### src/rtl/branch_pkg.sv
`default_nettype none
// ============================================================================
// Module   : branch_pkg
// Purpose  : Branch control codes, resolution record and PC increment.
// Revision : 1.0 - initial release
// ============================================================================
package branch_pkg;

    localparam int c_XLEN = 32;

    localparam logic [3:0] c_BEQ  = 4'b0000;
    localparam logic [3:0] c_BNE  = 4'b0001;
    localparam logic [3:0] c_BLT  = 4'b0100;
    localparam logic [3:0] c_BGE  = 4'b0101;
    localparam logic [3:0] c_BLTU = 4'b0110;
    localparam logic [3:0] c_BGEU = 4'b0111;
    localparam logic [3:0] c_JAL  = 4'b1000;
    localparam logic [3:0] c_JALR = 4'b1001;

    localparam logic [c_XLEN-1:0] c_PC_INC = 32'd4;

    typedef struct packed {
        logic              taken;
        logic [c_XLEN-1:0] next_pc;
        logic [c_XLEN-1:0] link;
        logic              mispredict;
    } resolve_t;

endpackage : branch_pkg
`default_nettype wire

### src/rtl/branch_resolve.sv
`default_nettype none
// ============================================================================
// Module   : branch_resolve
// Purpose  : Combinational branch condition, target and mispredict evaluation.
// Revision : 1.0 - initial release
// ============================================================================
module branch_resolve
    import branch_pkg::*;
#(
    parameter int WIDTH   = 31,
    parameter int C_WIDTH = 3
) (
    input  logic [C_WIDTH:0] i_control,
    input  logic [WIDTH:0]   i_src1,
    input  logic [WIDTH:0]   i_src2,
    input  logic [WIDTH:0]   i_pc,
    input  logic [WIDTH:0]   i_address,
    input  logic [WIDTH:0]   i_predicted,
    output resolve_t         o_res
);

    // The resolution record is sized by the package; the datapath must match it.
    generate
        if (WIDTH + 1 != c_XLEN) begin : g_width_check
            $error("branch_resolve: WIDTH+1 must equal branch_pkg::c_XLEN");
        end
    endgenerate

    logic [WIDTH:0] w_sum;
    logic [WIDTH:0] w_seq;
    logic [WIDTH:0] w_next;
    logic [WIDTH:0] w_link;
    logic           w_eq;
    logic           w_lt;
    logic           w_ltu;
    logic           w_branch;
    logic           w_jump;
    logic           w_cond;

    always_comb begin
        w_sum    = i_src1 + i_src2;
        w_seq    = i_pc + c_PC_INC[WIDTH:0];
        w_eq     = (i_src1 == i_src2);
        w_lt     = ($signed(i_src1) < $signed(i_src2));
        w_ltu    = (i_src1 < i_src2);
        w_branch = 1'b0;
        w_jump   = 1'b0;
        w_cond   = 1'b0;
        w_next   = w_seq;
        w_link   = '0;

        case (i_control)
            c_BEQ:  begin w_branch = 1'b1; w_cond = w_eq;   end
            c_BNE:  begin w_branch = 1'b1; w_cond = !w_eq;  end
            c_BLT:  begin w_branch = 1'b1; w_cond = w_lt;   end
            c_BGE:  begin w_branch = 1'b1; w_cond = !w_lt;  end
            c_BLTU: begin w_branch = 1'b1; w_cond = w_ltu;  end
            c_BGEU: begin w_branch = 1'b1; w_cond = !w_ltu; end
            c_JAL: begin
                w_jump = 1'b1;
                w_next = w_sum;
            end
            c_JALR: begin
                w_jump = 1'b1;
                w_next = w_sum & ~{{WIDTH{1'b0}}, 1'b1};
            end
            default: ;
        endcase

        if (w_branch && w_cond) begin
            w_next = i_address;
        end
        // For jumps issueAddress carries the sequential address, i.e. the link.
        if (w_jump) begin
            w_link = i_address;
        end

        o_res.taken      = w_jump | (w_branch & w_cond);
        o_res.next_pc    = w_next;
        o_res.link       = w_link;
        o_res.mispredict = (w_branch | w_jump) && (w_next != i_predicted);
    end

endmodule : branch_resolve
`default_nettype wire

### src/rtl/branch_exec_unit.sv
`default_nettype none
// ============================================================================
// Module   : branch_exec_unit
// Purpose  : Branch resolve with one-entry CDB output register and redirect.
//            Optional BRANCH_PERF_EN adds resolve/mispredict counters.
// Revision : 1.0 - initial release
// ============================================================================
module branch_exec_unit
    import branch_pkg::*;
#(
    parameter int WIDTH   = 31,
    parameter int ROB     = 2,
    parameter int C_WIDTH = 3
) (
    input  logic             clk,
    input  logic             rst_n,
    input  logic             issueValid,
    output logic             issueReady,
    input  logic [C_WIDTH:0] issueControl,
    input  logic [ROB:0]     issueRob,
    input  logic [WIDTH:0]   issueSrc1,
    input  logic [WIDTH:0]   issueSrc2,
    input  logic [WIDTH:0]   issuePC,
    input  logic [WIDTH:0]   issueAddress,
    input  logic [WIDTH:0]   issuePredicted,
    input  logic             flush,
    output logic             cdbReq,
    input  logic             cdbGrant,
    output logic [ROB:0]     cdbRob,
    output logic [WIDTH:0]   cdbResult,
    output logic             cdbMispredict,
    output logic             cdbTaken,
`ifdef BRANCH_PERF_EN
    output logic [31:0]      perfResolved,
    output logic [31:0]      perfMispredict,
`endif
    output logic             redirectValid,
    output logic [WIDTH:0]   redirectPC
);

    resolve_t w_res;

    branch_resolve #(
        .WIDTH   (WIDTH),
        .C_WIDTH (C_WIDTH)
    ) u_resolve (
        .i_control   (issueControl),
        .i_src1      (issueSrc1),
        .i_src2      (issueSrc2),
        .i_pc        (issuePC),
        .i_address   (issueAddress),
        .i_predicted (issuePredicted),
        .o_res       (w_res)
    );

    logic           valid_q,  valid_d;
    logic [ROB:0]   rob_q,    rob_d;
    logic [WIDTH:0] result_q, result_d;
    logic [WIDTH:0] npc_q,    npc_d;
    logic           mis_q,    mis_d;
    logic           taken_q,  taken_d;

    logic w_ready;
    logic w_accept;
    logic w_grant;

    always_comb begin
        w_ready  = !valid_q | cdbGrant | flush;
        w_accept = issueValid & w_ready & !flush;
        w_grant  = valid_q & cdbGrant;

        valid_d  = valid_q;
        rob_d    = rob_q;
        result_d = result_q;
        npc_d    = npc_q;
        mis_d    = mis_q;
        taken_d  = taken_q;

        // Flush beats both a same-cycle issue and a pending grant.
        if (flush) begin
            valid_d = 1'b0;
        end else if (w_accept) begin
            valid_d  = 1'b1;
            rob_d    = issueRob;
            result_d = w_res.link[WIDTH:0];
            npc_d    = w_res.next_pc[WIDTH:0];
            mis_d    = w_res.mispredict;
            taken_d  = w_res.taken;
        end else if (w_grant) begin
            valid_d = 1'b0;
        end
    end

    always_ff @(posedge clk or negedge rst_n) begin
        if (!rst_n) begin
            valid_q  <= 1'b0;
            rob_q    <= '0;
            result_q <= '0;
            npc_q    <= '0;
            mis_q    <= 1'b0;
            taken_q  <= 1'b0;
        end else begin
            valid_q  <= valid_d;
            rob_q    <= rob_d;
            result_q <= result_d;
            npc_q    <= npc_d;
            mis_q    <= mis_d;
            taken_q  <= taken_d;
        end
    end

    assign issueReady    = w_ready;
    assign cdbReq        = valid_q;
    assign cdbRob        = rob_q;
    assign cdbResult     = result_q;
    assign cdbMispredict = mis_q;
    assign cdbTaken      = taken_q;
    assign redirectPC    = npc_q;
    assign redirectValid = valid_q & cdbGrant & mis_q & !flush;

`ifdef BRANCH_PERF_EN
    logic [31:0] perf_res_q, perf_res_d;
    logic [31:0] perf_mis_q, perf_mis_d;

    always_comb begin
        perf_res_d = perf_res_q;
        perf_mis_d = perf_mis_q;
        if (w_grant && !flush) begin
            if (perf_res_q != '1) begin
                perf_res_d = perf_res_q + 32'd1;
            end
            if (mis_q && (perf_mis_q != '1)) begin
                perf_mis_d = perf_mis_q + 32'd1;
            end
        end
    end

    always_ff @(posedge clk or negedge rst_n) begin
        if (!rst_n) begin
            perf_res_q <= '0;
            perf_mis_q <= '0;
        end else begin
            perf_res_q <= perf_res_d;
            perf_mis_q <= perf_mis_d;
        end
    end

    assign perfResolved   = perf_res_q;
    assign perfMispredict = perf_mis_q;
`endif

endmodule : branch_exec_unit
`default_nettype wire

### config.mk
export PLATFORM = sky130hd
export DESIGN_NAME = branch_exec_unit
export DESIGN_NICKNAME = d
export VERILOG_FILES = /design/src/rtl/branch_pkg.sv /design/src/rtl/branch_resolve.sv /design/src/rtl/branch_exec_unit.sv
export SDC_FILE = /design/constraint.sdc
export NUM_CORES = 1
export LEC_CHECK = 0
export ABC_CLOCK_PERIOD_IN_PS = 3000
export CAP_MARGIN = 0
export CORE_MARGIN = 2
export CORE_UTILIZATION = 45
export DETAILED_ROUTE_END_ITERATION = 7
export GPL_ROUTABILITY_DRIVEN = 0
export PLACE_DENSITY_LB_ADDON = 0.05
export SYNTH_ARGS = -nofsm -noshare
export SYNTH_HDL_FRONTEND = slang
export SYNTH_SLANG_ARGS = --single-unit
### constraint.sdc
create_clock -name clk -period 3 [get_ports clk]
set_input_delay 0.45 -clock clk [delete_from_list [all_inputs] [get_ports clk]]
set_output_delay 0.45 -clock clk [all_outputs]
set_load 0.05 [all_outputs]
# Yosys cells after proc, flatten, opt, wreduce, memory -nomap -nowiden
# Cells that the tools add are included.
# W data, S select, Z words.
# totals
reg_bits	70
latch_bits	0
ram_bits	0
mem_bits_ro	0
input_bits	172
out_inout_bits	72
elab_cells	51
mem_count	0
# op_classes
add_sub_neg	2
mul	0
n_div	0
magnitude_cmp	2
n_eq_ne	9
shifts	0
muxes	9
n_bitwise	11
reduce_logical	12
# op_table
op	n
$lt A32 B32 Y1	2
$mux W32	2
$pmux W32 S2	1
$add A32 B3 Y32 const B	1
$add A32 B32 Y32	1
$eq A32 B32 Y1	1
$ne A32 B32 Y1	1
$eq A4 B3 Y1 const B	4
$eq A4 B4 Y1 const B	2
$and A1 B1 Y1	6
$pmux W1 S6	1
$reduce_or A6 Y1	1
$logic_not A1 Y1	5
$mux W1	5
$eq A4 B1 Y1 const B	1
$logic_not A4 Y1	1
$or A1 B1 Y1	4
$reduce_bool A3 Y1	1
$logic_and A1 B1 Y1	2
$reduce_and A2 Y1	1
$reduce_or A2 Y1	1
$not A1 Y1	1

# Logic depth before layout (Yosys ltp)
# logic_depth
word_depth	7
mapped_depth	16
depth_no_buf	14

# Cells and area by module
# From an unflattened synthesis, not the netlist that was laid out.
# hier_totals
cells_unflattened	964
area_unflattened_um2	7848.8
# by_module_without_submodules
mod	n_inst	cells_per_inst	area_per_inst_um2	seq_area_each_um2
branch_resolve	1	812	5225.0	0.0
branch_exec_unit	1	152	2623.8	1751.7

# Worst setup path before layout
# OpenSTA, ideal clock, no wires.
# synth_timing
path_type	input-to-reg
from	input issueSrc2[25]
to	register mis_q, in the netlist cdbMispredict
setup_ps	134
arrival_ps	3293
t_required_ps	2866
path_slack_ps	-427
path_stages	15
path_buffers	1
path_cell_list	inv_1 -> ha_1 -> buf_2 -> nand4_2 -> nor3_1 -> a221o_1 -> or3_1 -> a21oi_2 -> xnor2_2 -> a21oi_4 -> mux2_2 -> a222oi_1 -> nand4_1 -> nor4_1 -> a31oi_1
# synth_between
elab_chain_cells	7
elab_cells_between_ends	13
cone_classes	add/sub (1); order compare (2); eq/ne (2); mux (3); reduce/logical (5)
# synth_rtl
item	line_no	source
start: declaration	branch_exec_unit.sv:22	input logic [WIDTH:0] issueSrc2,
$lt A32 B32 Y1, or another cell as far along	branch_resolve.sv:45	w_ltu = (i_src1 < i_src2);
$logic_not A1 Y1 (on tied branches)	branch_resolve.sv:58, branch_resolve.sv:54, branch_resolve.sv:56	
$pmux W1 S6	branch_resolve.sv:52	case (i_control)
$logic_and A1 B1 Y1	branch_resolve.sv:70	if (w_branch && w_cond) begin
$mux W32 (*)	branch_resolve.sv:70	
$ne A32 B32 Y1 (*)	branch_resolve.sv:81	o_res.mispredict = (w_branch | w_jump) && (w_next != i_predicted);
$logic_and A1 B1 Y1 (*)	branch_resolve.sv:81	
end signal: assignment	branch_exec_unit.sv:107	mis_q <= mis_d;
end: declaration	branch_exec_unit.sv:60	logic mis_q, mis_d;
# Mark *: on every way between the ends. The rest lies on a longest branch, timed or not.
# A chain may end at the register's enable or synchronous reset.

# Worst setup path after layout
# layout_timing
from	input issueSrc1[6]
to	register mis_q, in the netlist cdbMispredict
# layout_between
elab_chain_cells	7
elab_cells_between_ends	13
cone_classes	add/sub (1); order compare (2); eq/ne (2); mux (3); reduce/logical (5)
# layout_rtl
item	line_no	source
start: declaration	branch_exec_unit.sv:21	input logic [WIDTH:0] issueSrc1,
$lt A32 B32 Y1, or another cell as far along	branch_resolve.sv:45	
$logic_not A1 Y1 (on tied branches)	branch_resolve.sv:58, branch_resolve.sv:54, branch_resolve.sv:56	
$pmux W1 S6	branch_resolve.sv:52	
$logic_and A1 B1 Y1	branch_resolve.sv:70	
$mux W32 (*)	branch_resolve.sv:70	
$ne A32 B32 Y1 (*)	branch_resolve.sv:81	
$logic_and A1 B1 Y1 (*)	branch_resolve.sv:81	
# Marks and branches as above.

==> out/results.ini <==
[die]
ios=244
start_util_pct=45.98
core_area_mm2=0.01583
die-area_mm2=0.01720
chipWidth_um=131.2
floorplan.rows=46
die-height_um=131.2

[pwr]
ir_drop_mv=0.2932
p_total_uw=4668
powerDensity_mw_per_mm2=369.0
cellLeakagePower_uw=0.005751

[sta]
finalCritPeriodShare_pct=114.1
rsz0062_at_grt=true
fin_crit_ns=3.422
hold_viol=0
setup_ws_ns=-0.4222
slew_headroom_pct=37.30
timing.hold.ws_ns=0.2348
worst_pin_slew_ns=0.9405
slew_viol_final=0
setup-tns-final_ns=-0.8505
setup_viol=5
clock-skew-final_ns=0.003185
max_freq_mhz=292.2

[grt]
grt_pass1_wl_um=43560
grt.overflow.total=0
antenna_found_initial=0
grt.total_usage_pct=31.13
grt_pass1_vias=8542
grt_max_degree=101

[critical_path]
cp_max_fo=5
slowest_delay_ns=0.39
path_delay_family=compound AO/OA/AOI/OAI gates
crit_path_top_delay_cell=a222oi_1
cp_num_buf_inv=2
crit_path_start_kind=input pin
required_ns=3.20
crit_arrival_ns=3.62
critPathKind=in2reg
cp_cell_sequence=clkdlybuf4s15_2, ha_4, nand4_1, buf_4, a2111o_1, o211ai_1, a21oi_4, xnor2_2, a21oi_4, mux2_4, a222oi_1, nand4_1, nor4_2, a31oi_1
endpoint_kind=flip-flop

[yosys]
synthCells=871
yosys_warnings=0
synth.area.top_cells=dfrtp_1 24%, ha_1 11%, xnor2_1 6.6%, a22o_1 4.0%, xor2_1 4.0%
netlist.area_leader.share_pct=24.07
syn_area_per_cell_um2=8.355
ys_async_sr_fraction_pct=100.0
synth_top_cell_by_area=dfrtp_1
netlist_area_mm2=0.007277
syn_nets=1108
ys.flop_type=dfrtp_1
ys_ff_latch=70
seq_area_frac_synth_pct=24.07
synth-edff-count=0
synth.distinct_cells=78

[clock_network]
cts_tree=yes
numCtsBuffers=9
clock_latency_ns=0.33
cts.path.max_buffers=2
clk_pin_slew_ns=0.05
htree_levels=3
cts_hold_buf=0
clockRootBuffer=clkbuf_16
cts.sinks=70

[layout]
drive_above_1_share_pct=38.09
layout_commonest_cell=buf_4
n_antenna_cell=0
final_cell_mix=231 x buf_4, 176 x clkdlybuf4s50_1, 70 x dfrtp_1
area_delta_synth_final_pct=73.81
fillCellCount=1060
finalNonFillerCells=1547
nets=1565
final_area_mm2=0.01265

[drt]
drc_errors=0
num_vias=8448
drt_first_pass_iters=4
vias_per_cell=5.461
wl_per_cell_um=18.20
wl_um=28150
drt_iter0_drc=551
antenna_left=0

[placement]
place.port_buffers=243
dp_hpwl_um=21230
dp_cells=1498
postPlaceCellArea_mm2=0.01138

[run_status]
violations=negative setup slack
status=finished with violations

[hold_path]
hold_class=in2async

[job]
maxCapViolCount=0

-- flip-flops by register name (all words and copies together) (netlist names) --
signal	cells
cdbResult	32
redirectPC	32
cdbRob	3
cdbMispredict	1
cdbReq	1
cdbTaken	1
-- final cells by class --
class	instances	area, um^2	area share [%]
clock buffers	10	239.0	1.889
clock inverters	4	25.02	0.1978
inverters	74	280.3	2.216
multi-input cells	688	6031	47.68
flip-flops and latches	70	1752	13.85
well taps	216	270.3	2.137
repair buffers	485	4051	32.03
-- power breakdown --
part / internal (uW) / total (uW) / switching (uW) / leakage, uW
Clock: 568 / 951 / 383 / 0.000126
Combinational: 1170 / 2580 / 1410 / 0.00472
Sequential: 1070 / 1140 / 70.4 / 0.000908
Total: 2800 / 4670 / 1860 / 0.00575
-- final timing paths --
| kind | from | cells after the start | slack (ns) | to |
|---|---|---|---|---|
| hold reg to reg | redirectPC[18] | 2 | 0.48 | redirectPC[18] |
| setup / recovery | issueSrc1[6] | 14 | -0.42 | cdbMispredict |
| min in group clk | redirectPC[18] | 2 | 0.48 | redirectPC[18] |
| max in group asynchronous | rst_n | 1 | 2.19 | cdbResult[28] |
| hold / removal | rst_n | 1 | 0.23 | cdbResult[15] |
| setup reg to reg | cdbReq | 8 | 0.73 | cdbMispredict |
-- what timing repair did --
action / CTS / global route
endpoints found under the setup margin: 34 / 23
pin swaps: 71 / 64
setup buffers: 28 / 8
gates resized for setup: 334 / 105
gates cloned: 0 / 0
-- through the flow --
step	util, %	setup slack, ns
after CTS	77.76	-0.4309
after global placement	71.88	-1.122
after global routing	79.91	-0.5857
final	79.91	-0.4222
after detailed placement	71.88	-1.206
after floorplan	-	-0.2653
-- cells by family (layout without fill, tap and decap cells) --
logic type                 count (synthesis)  after routing  share of synthesized area, %
AOI/OAI and AO/OA                        241            241                         23.75
xor gates and xnor gates                  89             89                         10.82
adders and majority gates                 65             65                         11.28
buffers and inverters                    113            573                         6.465
DFF                                       70             70                         24.07
muxes                                     41             41                         5.863
and+or+nand+nor                          252            252                         17.76
-- per-layer routing --
layer  part of all wire (%)  track usage (%)  vias up  routed length [um]
met5                      0                0        -                   0
met4                    3.8            12.32        0                1060
met3                    6.1            3.665       73                1730
met2                     49            55.47      350               13880
met1                     41            38.34     3984               11480
li1                       -                -     4041                   -
-- worst reg2reg max path: stages (launching register included) --
cell and delay [ns]:
dfrtp_1 0.41, a211o_2 0.39, a211o_1 0.26, a221oi_1 0.23, nand4_1 0.15, nor4_2 0.23, a31oi_1 0.13, nor4_2 0.24
a31oi_1 0.12
-- Yosys cell counts (all sizes together), types with 28 or more instances --
cell	count
dfrtp	70
xnor2	56
a21oi	53
nand2	71
xor2	33
inv	74
mux2i	28
ha	64
a22o	33
nor2	57
o21ai	58
(Power assumes the default switching activity.)
